### config.mk
export PLATFORM = sky130hd
export DESIGN_NAME = quick_spi_slave
export DESIGN_NICKNAME = d
export VERILOG_FILES = /design/src/rtl/quick_spi_pkg.sv /design/src/rtl/quick_spi_sync_edge.sv /design/src/rtl/quick_spi_slave.sv
export SDC_FILE = /design/constraint.sdc
export NUM_CORES = 1
export LEC_CHECK = 0
export CAP_MARGIN = 20
export CORE_MARGIN = 10
export CORE_UTILIZATION = 45
export CTS_CLUSTER_SIZE = 10
export DETAILED_ROUTE_END_ITERATION = 16
export DONT_BUFFER_PORTS = 1
export HOLD_SLACK_MARGIN = 0.03
export PLACE_DENSITY_LB_ADDON = 0.12
export SKIP_CTS_REPAIR_TIMING = 1
export SLEW_MARGIN = 10
export SYNTH_ARGS = -nofsm -noshare
export SYNTH_HDL_FRONTEND = slang
export SYNTH_SLANG_ARGS = --single-unit
### constraint.sdc
create_clock -name clk -period 4.65 [get_ports clk]
set_input_delay 0.2325 -clock clk [delete_from_list [all_inputs] [get_ports clk]]
set_output_delay 0.2325 -clock clk [all_outputs]
set_load 0.02 [all_outputs]
### src/rtl/quick_spi_pkg.sv
// Shared types and constants for the quick_spi family.
//   state_t      : responder frame state (IDLE, ACTIVE)
//   spi_mode_t   : {cpol, cpha} pair; MODE0..MODE3 are the four SPI modes
//   FILL_DEFAULT : all-ones word shifted out when nothing was queued
package quick_spi_pkg;

    typedef enum logic {
        IDLE   = 1'b0,
        ACTIVE = 1'b1
    } state_t;

    typedef struct packed {
        logic cpol;
        logic cpha;
    } spi_mode_t;

    localparam spi_mode_t MODE0 = '{cpol: 1'b0, cpha: 1'b0};
    localparam spi_mode_t MODE1 = '{cpol: 1'b0, cpha: 1'b1};
    localparam spi_mode_t MODE2 = '{cpol: 1'b1, cpha: 1'b0};
    localparam spi_mode_t MODE3 = '{cpol: 1'b1, cpha: 1'b1};

    localparam logic [63:0] FILL_DEFAULT = '1;

endpackage

### src/rtl/quick_spi_sync_edge.sv
// Multi-flop synchronizer for one asynchronous pin with edge pulses.
//   clk, reset_n : system clock, synchronous active-low reset
//   d            : asynchronous pin
//   q            : synchronized level (last synchronizer stage)
//   rise, fall   : one-cycle pulses when q differs from its previous value
// Parameters: SYNC_STAGES (>= 2), RESET_VAL (level assumed while in reset,
// so no false edge appears when reset is released with the pin idle).
module quick_spi_sync_edge #(
    parameter int   SYNC_STAGES = 2,
    parameter logic RESET_VAL   = 1'b0
) (
    input  logic clk,
    input  logic reset_n,
    input  logic d,
    output logic q,
    output logic rise,
    output logic fall
);

    logic [SYNC_STAGES-1:0] sync_p;
    logic                   prev_p;

    always_ff @(posedge clk) begin
        if (!reset_n) begin
            sync_p <= {SYNC_STAGES{RESET_VAL}};
            prev_p <= RESET_VAL;
        end else begin
            sync_p <= {sync_p[SYNC_STAGES-2:0], d};
            prev_p <= sync_p[SYNC_STAGES-1];
        end
    end

    assign q    = sync_p[SYNC_STAGES-1];
    assign rise = q & ~prev_p;
    assign fall = ~q & prev_p;

endmodule

### src/rtl/quick_spi_slave.sv
// SPI responder for a single chip-select line, oversampling sclk/ss_n/mosi
// in the clk domain (clk must be at least 4x sclk).
//   clk, reset_n    : system clock, synchronous active-low reset
//   enable          : block enable; low forces IDLE
//   sclk, ss_n, mosi: asynchronous SPI pins
//   miso, miso_oe   : serial data out and its pad drive enable
//   busy            : frame active
//   incoming_data   : last complete received word
//   incoming_valid  : one-cycle pulse when incoming_data updates
//   outgoing_data   : word to transmit
//   outgoing_load   : captures outgoing_data when outgoing_ready is high
//   outgoing_ready  : transmit buffer empty
//   tx_underrun     : (only with QUICK_SPI_SLAVE_UNDERRUN_EN) pulses when a
//                     word starts with an empty buffer and FILL_VALUE goes out
// Optional feature macro: QUICK_SPI_SLAVE_UNDERRUN_EN
module quick_spi_slave
    import quick_spi_pkg::*;
#(
    parameter int                    DATA_WIDTH  = 8,
    parameter logic                  CPOL        = 1'b0,
    parameter logic                  CPHA        = 1'b0,
    parameter int                    SYNC_STAGES = 2,
    parameter logic [DATA_WIDTH-1:0] FILL_VALUE  = FILL_DEFAULT[DATA_WIDTH-1:0]
) (
    input  logic                  clk,
    input  logic                  reset_n,
    input  logic                  enable,
    input  logic                  sclk,
    input  logic                  ss_n,
    input  logic                  mosi,
    output logic                  miso,
    output logic                  miso_oe,
    output logic                  busy,
    output logic [DATA_WIDTH-1:0] incoming_data,
    output logic                  incoming_valid,
    input  logic [DATA_WIDTH-1:0] outgoing_data,
    input  logic                  outgoing_load,
`ifdef QUICK_SPI_SLAVE_UNDERRUN_EN
    output logic                  tx_underrun,
`endif
    output logic                  outgoing_ready
);

    localparam int                CNT_W    = $clog2(DATA_WIDTH);
    localparam logic [CNT_W-1:0]  LAST_BIT = CNT_W'(DATA_WIDTH - 1);

    logic sclk_s, sclk_rise, sclk_fall;
    logic ss_n_s, ss_rise, ss_fall;
    logic mosi_s;
    logic [SYNC_STAGES-1:0] mosi_sync_p;

    logic sclk_edge, leading, trailing, sample_edge, shift_edge;
    logic start, stop, word_end, consume, load_acc;
    logic [DATA_WIDTH-1:0] next_word;

    state_t                state;
    logic [CNT_W-1:0]      bit_cnt;
    logic [DATA_WIDTH-1:0] rx_shift;
    logic [DATA_WIDTH-1:0] tx_shift;
    logic [DATA_WIDTH-1:0] tx_buf;
    logic                  rx_done;

    // ---- input synchronizers ----
    quick_spi_sync_edge #(
        .SYNC_STAGES (SYNC_STAGES),
        .RESET_VAL   (CPOL)
    ) u_sclk_sync (
        .clk     (clk),
        .reset_n (reset_n),
        .d       (sclk),
        .q       (sclk_s),
        .rise    (sclk_rise),
        .fall    (sclk_fall)
    );

    quick_spi_sync_edge #(
        .SYNC_STAGES (SYNC_STAGES),
        .RESET_VAL   (1'b1)
    ) u_ss_sync (
        .clk     (clk),
        .reset_n (reset_n),
        .d       (ss_n),
        .q       (ss_n_s),
        .rise    (ss_rise),
        .fall    (ss_fall)
    );

    // mosi travels through the same depth as sclk so data and edge stay aligned
    always_ff @(posedge clk) begin
        if (!reset_n) begin
            mosi_sync_p <= '0;
        end else begin
            mosi_sync_p <= {mosi_sync_p[SYNC_STAGES-2:0], mosi};
        end
    end

    assign mosi_s = mosi_sync_p[SYNC_STAGES-1];

    // ---- edge classification ----
    // The synchronized level after an edge tells whether sclk left or
    // returned to its idle (CPOL) level.
    assign sclk_edge   = sclk_rise | sclk_fall;
    assign leading     = sclk_edge && (sclk_s != CPOL);
    assign trailing    = sclk_edge && (sclk_s == CPOL);
    assign sample_edge = CPHA ? trailing : leading;
    assign shift_edge  = CPHA ? leading  : trailing;

    // ss_n edge pulses coincide with the level change, so these reduce to
    // the synchronized chip-select level.
    assign start = enable && (!ss_n_s || ss_fall);
    assign stop  = !enable || ss_n_s || ss_rise;

    assign word_end  = (state == ACTIVE) && !stop && sample_edge && (bit_cnt == LAST_BIT);
    assign consume   = ((state == IDLE) && start) || word_end;
    assign load_acc  = outgoing_load && outgoing_ready;
    assign next_word = outgoing_ready ? FILL_VALUE : tx_buf;

    // ---- transmit buffer ----
    // A load and a consume in the same cycle: the shifter takes the old
    // contents (next_word) while the new word lands in the buffer.
    always_ff @(posedge clk) begin
        if (!reset_n) begin
            tx_buf         <= '0;
            outgoing_ready <= 1'b1;
        end else begin
            if (load_acc) begin
                tx_buf <= outgoing_data;
            end
            if (consume) begin
                outgoing_ready <= !load_acc;
            end else if (load_acc) begin
                outgoing_ready <= 1'b0;
            end
        end
    end

`ifdef QUICK_SPI_SLAVE_UNDERRUN_EN
    always_ff @(posedge clk) begin
        if (!reset_n) begin
            tx_underrun <= 1'b0;
        end else begin
            tx_underrun <= consume && outgoing_ready;
        end
    end
`endif

    // ---- receive word delivery (one cycle after the last sample edge) ----
    always_ff @(posedge clk) begin
        if (!reset_n) begin
            incoming_data  <= '0;
            incoming_valid <= 1'b0;
        end else begin
            incoming_valid <= rx_done;
            if (rx_done) begin
                incoming_data <= rx_shift;
            end
        end
    end

    // ---- frame state machine ----
    // With CPHA=0 miso always mirrors tx_shift[MSB]; with CPHA=1 tx_shift[MSB]
    // is the bit to present at the next leading edge.
    always_ff @(posedge clk) begin
        if (!reset_n) begin
            state    <= IDLE;
            bit_cnt  <= '0;
            rx_shift <= '0;
            tx_shift <= '0;
            rx_done  <= 1'b0;
            miso     <= 1'b0;
            miso_oe  <= 1'b0;
            busy     <= 1'b0;
        end else begin
            rx_done <= 1'b0;
            case (state)
                IDLE: begin
                    bit_cnt <= '0;
                    if (start) begin
                        state    <= ACTIVE;
                        tx_shift <= next_word;
                        busy     <= 1'b1;
                        miso_oe  <= 1'b1;
                        miso     <= CPHA ? 1'b0 : next_word[DATA_WIDTH-1];
                    end
                end
                ACTIVE: begin
                    if (stop) begin
                        state   <= IDLE;
                        bit_cnt <= '0;
                        busy    <= 1'b0;
                        miso_oe <= 1'b0;
                        miso    <= 1'b0;
                    end else if (sample_edge) begin
                        rx_shift <= {rx_shift[DATA_WIDTH-2:0], mosi_s};
                        if (bit_cnt == LAST_BIT) begin
                            bit_cnt  <= '0;
                            rx_done  <= 1'b1;
                            tx_shift <= next_word;
                            if (!CPHA) begin
                                miso <= next_word[DATA_WIDTH-1];
                            end
                        end else begin
                            bit_cnt <= bit_cnt + 1'b1;
                        end
                    end else if (shift_edge) begin
                        if (CPHA) begin
                            miso     <= tx_shift[DATA_WIDTH-1];
                            tx_shift <= tx_shift << 1;
                        end else if (bit_cnt != '0) begin
                            // A trailing edge with no sample yet in this word
                            // would skip the MSB, so it is ignored.
                            miso     <= tx_shift[DATA_WIDTH-2];
                            tx_shift <= tx_shift << 1;
                        end
                    end
                end
                default: state <= IDLE;
            endcase
        end
    end

endmodule
==> results of run 1 <==
-- worst max-delay path, cell delays in order (launching register included) --
cell and delay (ns):
dfxtp_1 0.35, ha_1 0.20, ha_1 0.21, nand3b_2 0.22
and3_1 0.30, a22oi_4 0.17, mux2i_1 0.21
-- worst min path at each step --
stage                                     endpoint  cells after the start  startpoint  slack [ns]
finish              u_ss_sync.sync_p[0]$_SDFF_PN1_                      1        ss_n        0.05
global route        u_ss_sync.sync_p[0]$_SDFF_PN1_                      1        ss_n        0.03
CTS                 u_ss_sync.sync_p[1]$_SDFF_PN1_                      1     reset_n     -0.0004
detailed placement  u_ss_sync.sync_p[1]$_SDFF_PN1_                      1     reset_n        0.31
global placement    u_ss_sync.sync_p[1]$_SDFF_PN1_                      1     reset_n        0.32
floorplan           u_ss_sync.sync_p[0]$_SDFF_PN1_                      1     reset_n        0.31
-- sequential cells by signal, indices dropped and copies added (netlist names) --
name                flops
bit_cnt                 3
busy                    1
incoming_data           8
incoming_valid          1
miso                    1
mosi_sync_p             2
outgoing_ready          1
rx_done                 1
rx_shift                8
state                   1
tx_buf                  8
tx_shift                7
u_sclk_sync.prev_p      1
u_sclk_sync.sync_p      2
u_ss_sync.sync_p        2
-- synthesized netlist by cell type (2+ instances only) --
| master | instances | area [um^2] |
|---|---|---|
| a21boi_0 | 9 | 67.6 |
| a21boi_1 | 15 | 113 |
| a21oi_1 | 2 | 10.0 |
| and2_1 | 7 | 43.8 |
| and3_1 | 2 | 12.5 |
| buf_2 | 3 | 15.0 |
| buf_6 | 3 | 33.8 |
| clkbuf_1 | 5 | 18.8 |
| dfxtp_1 | 47 | 941 |
| ha_1 | 5 | 62.6 |
| inv_1 | 4 | 15.0 |
| mux2i_1 | 11 | 110 |
| nand2_1 | 32 | 120 |
| nand2b_1 | 3 | 18.8 |
| nand3_1 | 10 | 50.1 |
| nor2_1 | 5 | 18.8 |
| nor2b_1 | 9 | 56.3 |
| nor2b_4 | 2 | 27.5 |
| o2111ai_1 | 6 | 52.6 |
| o21ai_0 | 9 | 45.0 |
| or3_1 | 6 | 37.5 |
-- cells in the final DEF, fill, tap and decap left out, types with 3 or more instances in the layout --
cell	instances
a21boi_0	9
a21boi_1	15
and2_1	7
clkbuf_8	5
dfxtp_1	47
ha_1	5
inv_1	4
mux2i_1	11
nand2_1	32
nand2b_1	3
nand3_1	10
nor2_1	5
nor2b_1	9
o2111ai_1	6
o21ai_0	9
or3_1	6
-- logic make-up (layout without fill, tap and decap cells) --
logic type	count (synthesis)	after routing	share of synthesized area, %
flip-flops	47	47	47.2
buffers and inverters	17	14	4.70
multiplexers	11	11	5.52
adder cells (fa/ha/maj)	5	5	3.14
AO/OA/AOI/OAI	45	45	16.8
AND/OR/NAND/NOR	82	82	22.7
-- metal layers --
layer,track usage (%),vias to the layer above
li1,-,703
met1,13.9,667
met2,15.6,27
met3,4.50,2
met4,4.42,0
met5,0,-
-- cell type report --
type / instances / area, um^2
clock buffers: 6 / 72.6
clock inverters: 2 / 12.5
fillers: 433 / 2240
inverters: 5 / 18.8
multi-input cells: 143 / 960
flip-flops and latches: 47 / 941
well taps: 52 / 65.1
repair buffers: 1 / 10.0
-- through the flow --
step                      total power, mW  utilization, %  hold WS [ns]  instance area, um^2  cells
final                               0.685            48.1        0.0481                 2080    256
after global routing                0.722            48.1        0.0321                 2080    256
after global placement              0.462            45.9         0.316                 1980    247
after floorplan                     0.461               -         0.306                 1990    207
after CTS                           0.697            47.9     -0.000444                 2070    255
after detailed placement            0.463            45.9         0.314                 1980    247
-- power by group --
| part | internal (mW) | switching [mW] | total [mW] |
|---|---|---|---|
| combinational | 0.0166 | 0.0146 | 0.0311 |
| clock | 0.105 | 0.126 | 0.231 |
| sequential | 0.412 | 0.0104 | 0.422 |
| total | 0.534 | 0.151 | 0.685 |
==> impl_metrics.ini, run 1 <==
[detailed_routing]
wl_mm = 3.83
viasPerCell = 5.46
drc = 0
vias = 1399
drt_iter0_markers = 81
antenna_left = 0
wl_per_cell_um = 15.0
dr_wl_met3_um = 234
highest_layer = met4
wl_met2_mm = 1.73
drtPass1Iterations = 4
m1WireLength_mm = 1.84

[placement]
pre_cts_slack_ns = 2.94
port_buffers = 0
place_congestion = 0.835
dp_hpwl_mm = 2.77

[clock_network]
clock_latency_ns = 0.29
clkSlewWorstSetupHoldPaths_ns = 0.08
htree_levels = 2
numCtsBuffers = 5
cts_tree = built
cts_root_buf = clkbuf_8
cts_max_path_buffers = 2
clkSinkCount = 47

[sta]
setup-violations-final = 0
slew_headroom_pct = 49.9
slew_violations = 0
finalSetupTns_ns = 0
final.setup.worst_slack_ns = 2.92
hold_viol = 0
fmax_mhz = 579
fin_skew_ns = 0.00460
fin_crit_ns = 1.73
rsz0062_at_grt = false
worstMarginPinSlew_ns = 0.751
finalCritPeriodShare_pct = 37.2

[floorplan]
dieArea_mm2 = 0.00750
num_rows = 24
die_w_um = 86.6
core_area_mm2 = 0.00432
start_util_pct = 46.1
io_pins = 28
die_h_um = 86.6

[synth]
ys_warn_count = 0
ys_seq_area_share_pct = 47.2
synth.distinct_cells = 33
syn_nets = 227
synth_edf_count = 0
synthArstFlopShare_pct = 0
syn-cell-area_mm2 = 0.00199
ys_seq_elements = 47
synthCells = 207
ys.flop_type = dfxtp_1
syn_avg_cell_area_um2 = 9.63

[worst_setup_path]
startpoint_type = register
worstPathArrival_ns = 1.95
worstSetupStartpoint = bit_cnt[0]$_SDFFE_PN0P_
r2r_cells = 6
critical_path.max_fanout = 8
end_kind = register
r2r_start = bit_cnt[0]$_SDFFE_PN0P_
criticalPathCategory = reg2reg
required_ns = 4.87
setup.worst_path.end = miso$_SDFFE_PN0P_
r2r_slack_ns = 2.92
r2r_end = miso$_SDFFE_PN0P_

[grt]
overflow = 0
grt_pass1_vias = 1394
grt_max_degree = 45
grt_pass1_wl_mm = 6.62
grt_usage_pct = 10.8
antenna_found_initial = 0

[power_and_ir_drop]
p_leak_nw = 0.705
p_per_area_mw_per_mm2 = 329
ir_worst_vdd_mv = 0.146

[final_layout]
fin_nets = 223
syn_to_final_growth_pct = 4.27
post_route_cells_drive_above_1_share_pct = 7.35
diodes = 0

[run_status]
status = finished, final reports clean

[hold_path]
worstHoldPathType = in2reg

[job]
max-cap-violations = 0
No activity file was read; power rests on OpenSTA's default activity.
==> run 2, diff against run 1 <==
==> constraint.sdc (replaced) <==
create_clock -name clk -period 1.7 [get_ports clk]
set_input_delay 0.085 -clock clk [delete_from_list [all_inputs] [get_ports clk]]
set_output_delay 0.085 -clock clk [all_outputs]
set_load 0.02 [all_outputs]
==> run 2 against run 1 <==
  * Cell area increased by 10%
  * Clock power grew to 4.1 times the previous value
  * Non-clock buffer count increased by 16
  * Sequential share of layout area down 4.2 points
  * Sequential cell count is the same
  * Routed wire length increased by 4.8%
  * Worst setup slack lost 2.8 ns
  * Register-to-register slack lost 2.8 ns
  * Sequential power increased to 2.7 times the previous value
  * Power increased to 3.3 times the previous value
  * Clock skew decreased by 0.0027 ns
  * Critical endpoint unchanged
==> impl_metrics.ini, run 2 (same netlist as run 1, synthesis figures left out) <==
[clock_network]
cts_root_buf = clkbuf_8
clkSlewWorstSetupHoldPaths_ns = 0.08
clkSinkCount = 47
clock_latency_ns = 0.30
cts_tree = built
htree_levels = 2
cts_max_path_buffers = 2
numCtsBuffers = 5

[sta]
rsz0062_at_grt = false
fin_skew_ns = 0.00191
slew_headroom_pct = 64.0
fmax_mhz = 629
hold_viol = 0
worstMarginPinSlew_ns = 0.540
slew_violations = 0
fin_crit_ns = 1.59
finalCritPeriodShare_pct = 93.5
setup-violations-final = 0
finalSetupTns_ns = 0
final.setup.worst_slack_ns = 0.111

[final_layout]
post_route_cells_drive_above_1_share_pct = 9.55
fin_nets = 239
syn_to_final_growth_pct = 14.9
final_common_cell = dfxtp_1
diodes = 0
layout_common_cells = dfxtp_1 (47), nand2_1 (32), a21boi_1 (15), dlygate4sd3_1 (12), mux2i_1 (11)
top_regs = incoming_data (8), rx_shift (8), tx_buf (8)

[hold_path]
worstHoldPathType = in2reg

[detailed_routing]
antenna_left = 0
viasPerCell = 5.26
wl_mm = 4.01
drc = 0
wl_per_cell_um = 14.8
drtPass1Iterations = 4
drt_iter0_markers = 90
vias = 1431

[worst_setup_path]
worstPathArrival_ns = 1.82
required_ns = 1.94
startpoint_type = register
r2r_end = miso$_SDFFE_PN0P_
setup.worst_path.end = miso$_SDFFE_PN0P_
criticalPathCategory = reg2reg
end_kind = register
critical_path.max_fanout = 8
r2r_cells = 6
r2r_slack_ns = 0.11
r2r_start = bit_cnt[0]$_SDFFE_PN0P_
worstSetupStartpoint = bit_cnt[0]$_SDFFE_PN0P_

[power_and_ir_drop]
p_clk_share_pct = 42.6
p_switching_mw = 0.452
p_comb_share_pct = 6.1
seq_power_share_pct = 51.3
ir_worst_vdd_mv = 0.532
p_leak_nw = 0.804
switching_share_pct = 20.2
fin_total_pwr_mw = 2.24
power.internal_mw = 1.79
p_per_area_mw_per_mm2 = 976

[run_status]
status = finished, final reports clean

[floorplan]
io_pins = 28
die_w_um = 86.6
dieArea_mm2 = 0.00750
core_area_mm2 = 0.00432
start_util_pct = 46.1
die_h_um = 86.6
num_rows = 24

[grt]
grt_pass1_wl_mm = 6.62
antenna_found_initial = 0
overflow = 0
grt_max_degree = 45
grt_pass1_vias = 1426
grt_usage_pct = 10.7

[placement]
place_congestion = 0.823
port_buffers = 0
dp_hpwl_mm = 2.75
pre_cts_slack_ns = 0.0750

[job]
max-cap-violations = 0
==> run 2: layer usage <==
| layer | vias to the layer above | track usage [%] | wire (um) |
|---|---|---|---|
| met5 | - | 0 | 0 |
| met4 | 0 | 3.98 | 31 |
| met3 | 4 | 4.78 | 220 |
| met2 | 27 | 16.2 | 1840 |
| met1 | 668 | 13.2 | 1920 |
| li1 | 732 | - | - |
==> run 2: worst max-delay path, cell delays in order (launching register included) <==
cell      delay, ns
dfxtp_1        0.35
ha_1           0.21
ha_1           0.20
nand3b_2       0.21
and3_4         0.23
a22oi_4        0.14
mux2i_1        0.18
==> run 2: worst min-delay path by stage <==
stage | startpoint | cells past startpoint | end | slack, ns
final | reset_n | 2 | u_ss_sync.sync_p[1]$_SDFF_PN1_ | 0.03
after global routing | reset_n | 2 | u_ss_sync.sync_p[1]$_SDFF_PN1_ | 0.04
after CTS | reset_n | 1 | u_ss_sync.sync_p[1]$_SDFF_PN1_ | -0.15
after detailed placement | reset_n | 1 | u_ss_sync.sync_p[1]$_SDFF_PN1_ | 0.17
after global placement | reset_n | 1 | u_ss_sync.sync_p[1]$_SDFF_PN1_ | 0.17
after floorplan | reset_n | 1 | u_ss_sync.sync_p[0]$_SDFF_PN1_ | 0.16
==> run 2: through the flow <==
stage	utilization [%]	cells	hold WS, ns	instance area (um^2)
after floorplan	-	207	0.158	1990
after global placement	46.6	251	0.169	2010
after detailed placement	46.6	251	0.167	2010
after CTS	49.7	259	-0.150	2150
after global routing	53.0	272	0.0372	2290
final	53.0	272	0.0283	2290
==> run 2: cell type report <==
type	count	area, um^2
flip-flops and latches	47	941
clock inverters	2	60.1
repair buffers	17	170
clock buffers	6	72.6
inverters	5	18.8
well taps	52	65.1
multi-input cells	143	965
fillers	410	2030
==> run 2: power by group through the flow <==
stage	combinational (mW)	clock [mW]	sequential, mW
floorplan	0.0956	0	1.17
CTS	0.0967	0.973	1.15
global route	0.153	1.01	1.15
detailed placement	0.0958	0	1.17
finish	0.138	0.953	1.15
global placement	0.0943	0	1.17
==> run 3, diff against run 2 <==
==> constraint.sdc (replaced) <==
create_clock -name clk -period 1.7 [get_ports clk]
set_input_delay 0.17 -clock clk [delete_from_list [all_inputs] [get_ports clk]]
set_output_delay 0.17 -clock clk [all_outputs]
set_load 0.02 [all_outputs]
==> run 3 against run 2 <==
  * Worst setup slack got worse by 0.0039 ns
  * Critical path depth did not move
  * Power down 0.68%
  * Worst hold slack lost 0.0094 ns
  * Sequential share of layout area is 1.3 points higher
  * First-iteration DRC count is 3.3% higher
  * Fmax is 0.25% lower
  * Clock skew hardly changed
  * Clock-buffer cell count unchanged
==> impl_metrics.ini, run 3 (same netlist as run 1, synthesis figures left out) <==
[run_status]
status = finished, final reports clean

[sta]
worstMarginPinSlew_ns = 0.541
hold_viol = 0
rsz0062_at_grt = false
slew_violations = 0
finalSetupTns_ns = 0
final.setup.worst_slack_ns = 0.107
fin_crit_ns = 1.59
hold-worst-slack_ns = 0.0189
finalCritPeriodShare_pct = 93.7
fin_skew_ns = 0.00212
slew_headroom_pct = 63.9
fmax_mhz = 628
setup-violations-final = 0

[placement]
place_congestion = 0.823
dp_hpwl_mm = 2.75
pre_cts_slack_ns = 0.0750
port_buffers = 0

[detailed_routing]
wl_per_cell_um = 15.3
drc = 0
viasPerCell = 5.40
drt_iter0_markers = 93
vias = 1431
antenna_left = 0
drtPass1Iterations = 4
wl_mm = 4.06

[worst_setup_path]
required_ns = 1.93
startpoint_type = register
critical_path.max_fanout = 8
criticalPathCategory = reg2reg
worstPathArrival_ns = 1.83
end_kind = register

[clock_network]
numCtsBuffers = 5
cts_tree = built
clkSlewWorstSetupHoldPaths_ns = 0.08
htree_levels = 2
cts_root_buf = clkbuf_8
clkSinkCount = 47
cts_max_path_buffers = 2
clock_latency_ns = 0.30

[power_and_ir_drop]
p_per_area_mw_per_mm2 = 1000
p_leak_nw = 0.774
fin_total_pwr_mw = 2.22
ir_worst_vdd_mv = 0.532

[final_layout]
top_regs = incoming_data (8), rx_shift (8), tx_buf (8)
post_route_cells_drive_above_1_share_pct = 9.86
diodes = 0
final_common_cell = dfxtp_1
fin_nets = 232
syn_to_final_growth_pct = 11.4
layout_common_cells = dfxtp_1 (47), nand2_1 (32), a21boi_1 (15), mux2i_1 (11), nand3_1 (10)

[floorplan]
start_util_pct = 46.1
dieArea_mm2 = 0.00750
die_h_um = 86.6
io_pins = 28
die_w_um = 86.6
core_area_mm2 = 0.00432
num_rows = 24

[grt]
grt_pass1_vias = 1426
antenna_found_initial = 0
grt_max_degree = 45
grt_pass1_wl_mm = 6.62
grt_usage_pct = 10.7
overflow = 0

[job]
max-cap-violations = 0

[hold_path]
worstHoldPathType = in2reg
[run 3: changes by cell type in the layout (fill, tap and decap cells not counted)]
cell and delta:
dlygate4sd3_1 -7
[run 3: final cells by class]
type | count | area [um^2]
Clock buffer | 6 | 72.6
Inverter | 5 | 18.8
Tap cell | 52 | 65.1
Fill cell | 418 | 2100
Sequential cell | 47 | 941
Multi-Input combinational cell | 143 | 965
Timing Repair Buffer | 10 | 100
Clock inverter | 2 | 60.1
[run 3: final timing paths]
path                                  start                        endpoint  slack, ns  cells past startpoint
max                 bit_cnt[0]$_SDFFE_PN0P_               miso$_SDFFE_PN0P_       0.11                      6
min reg2reg  u_ss_sync.sync_p[0]$_SDFF_PN1_  u_ss_sync.sync_p[1]$_SDFF_PN1_       0.42                      1
max reg2reg         bit_cnt[0]$_SDFFE_PN0P_               miso$_SDFFE_PN0P_       0.11                      6
min                        outgoing_data[2]          tx_buf[2]$_SDFFE_PN0P_       0.02                      2
[run 3: power by group]
group	total, mW	switching (mW)	internal (mW)
sequential	1.15	0.0207	1.13
combinational	0.123	0.0627	0.0605
clock	0.952	0.364	0.587
[run 3: worst max-delay path, cell delays in order, from the launching register on]
cell and delay (ns):
dfxtp_1 0.35, ha_1 0.21, ha_1 0.20, nand3b_2 0.21, and3_4 0.23, a22oi_4 0.14, mux2i_1 0.18
[run 3: through the flow]
stage,util (%),area (um^2),instances
after floorplan,-,1990,207
after global placement,46.6,2010,251
after detailed placement,46.6,2010,251
after CTS,49.7,2150,259
after global routing,51.4,2220,265
final,51.4,2220,265
[run 3: per-layer routing]
layer | part of all wire [%] | track usage (%)
met1 | 46 | 13.2
met2 | 46 | 16.2
met3 | 7.4 | 4.78
met4 | 0.76 | 3.98
met5 | 0 | 0
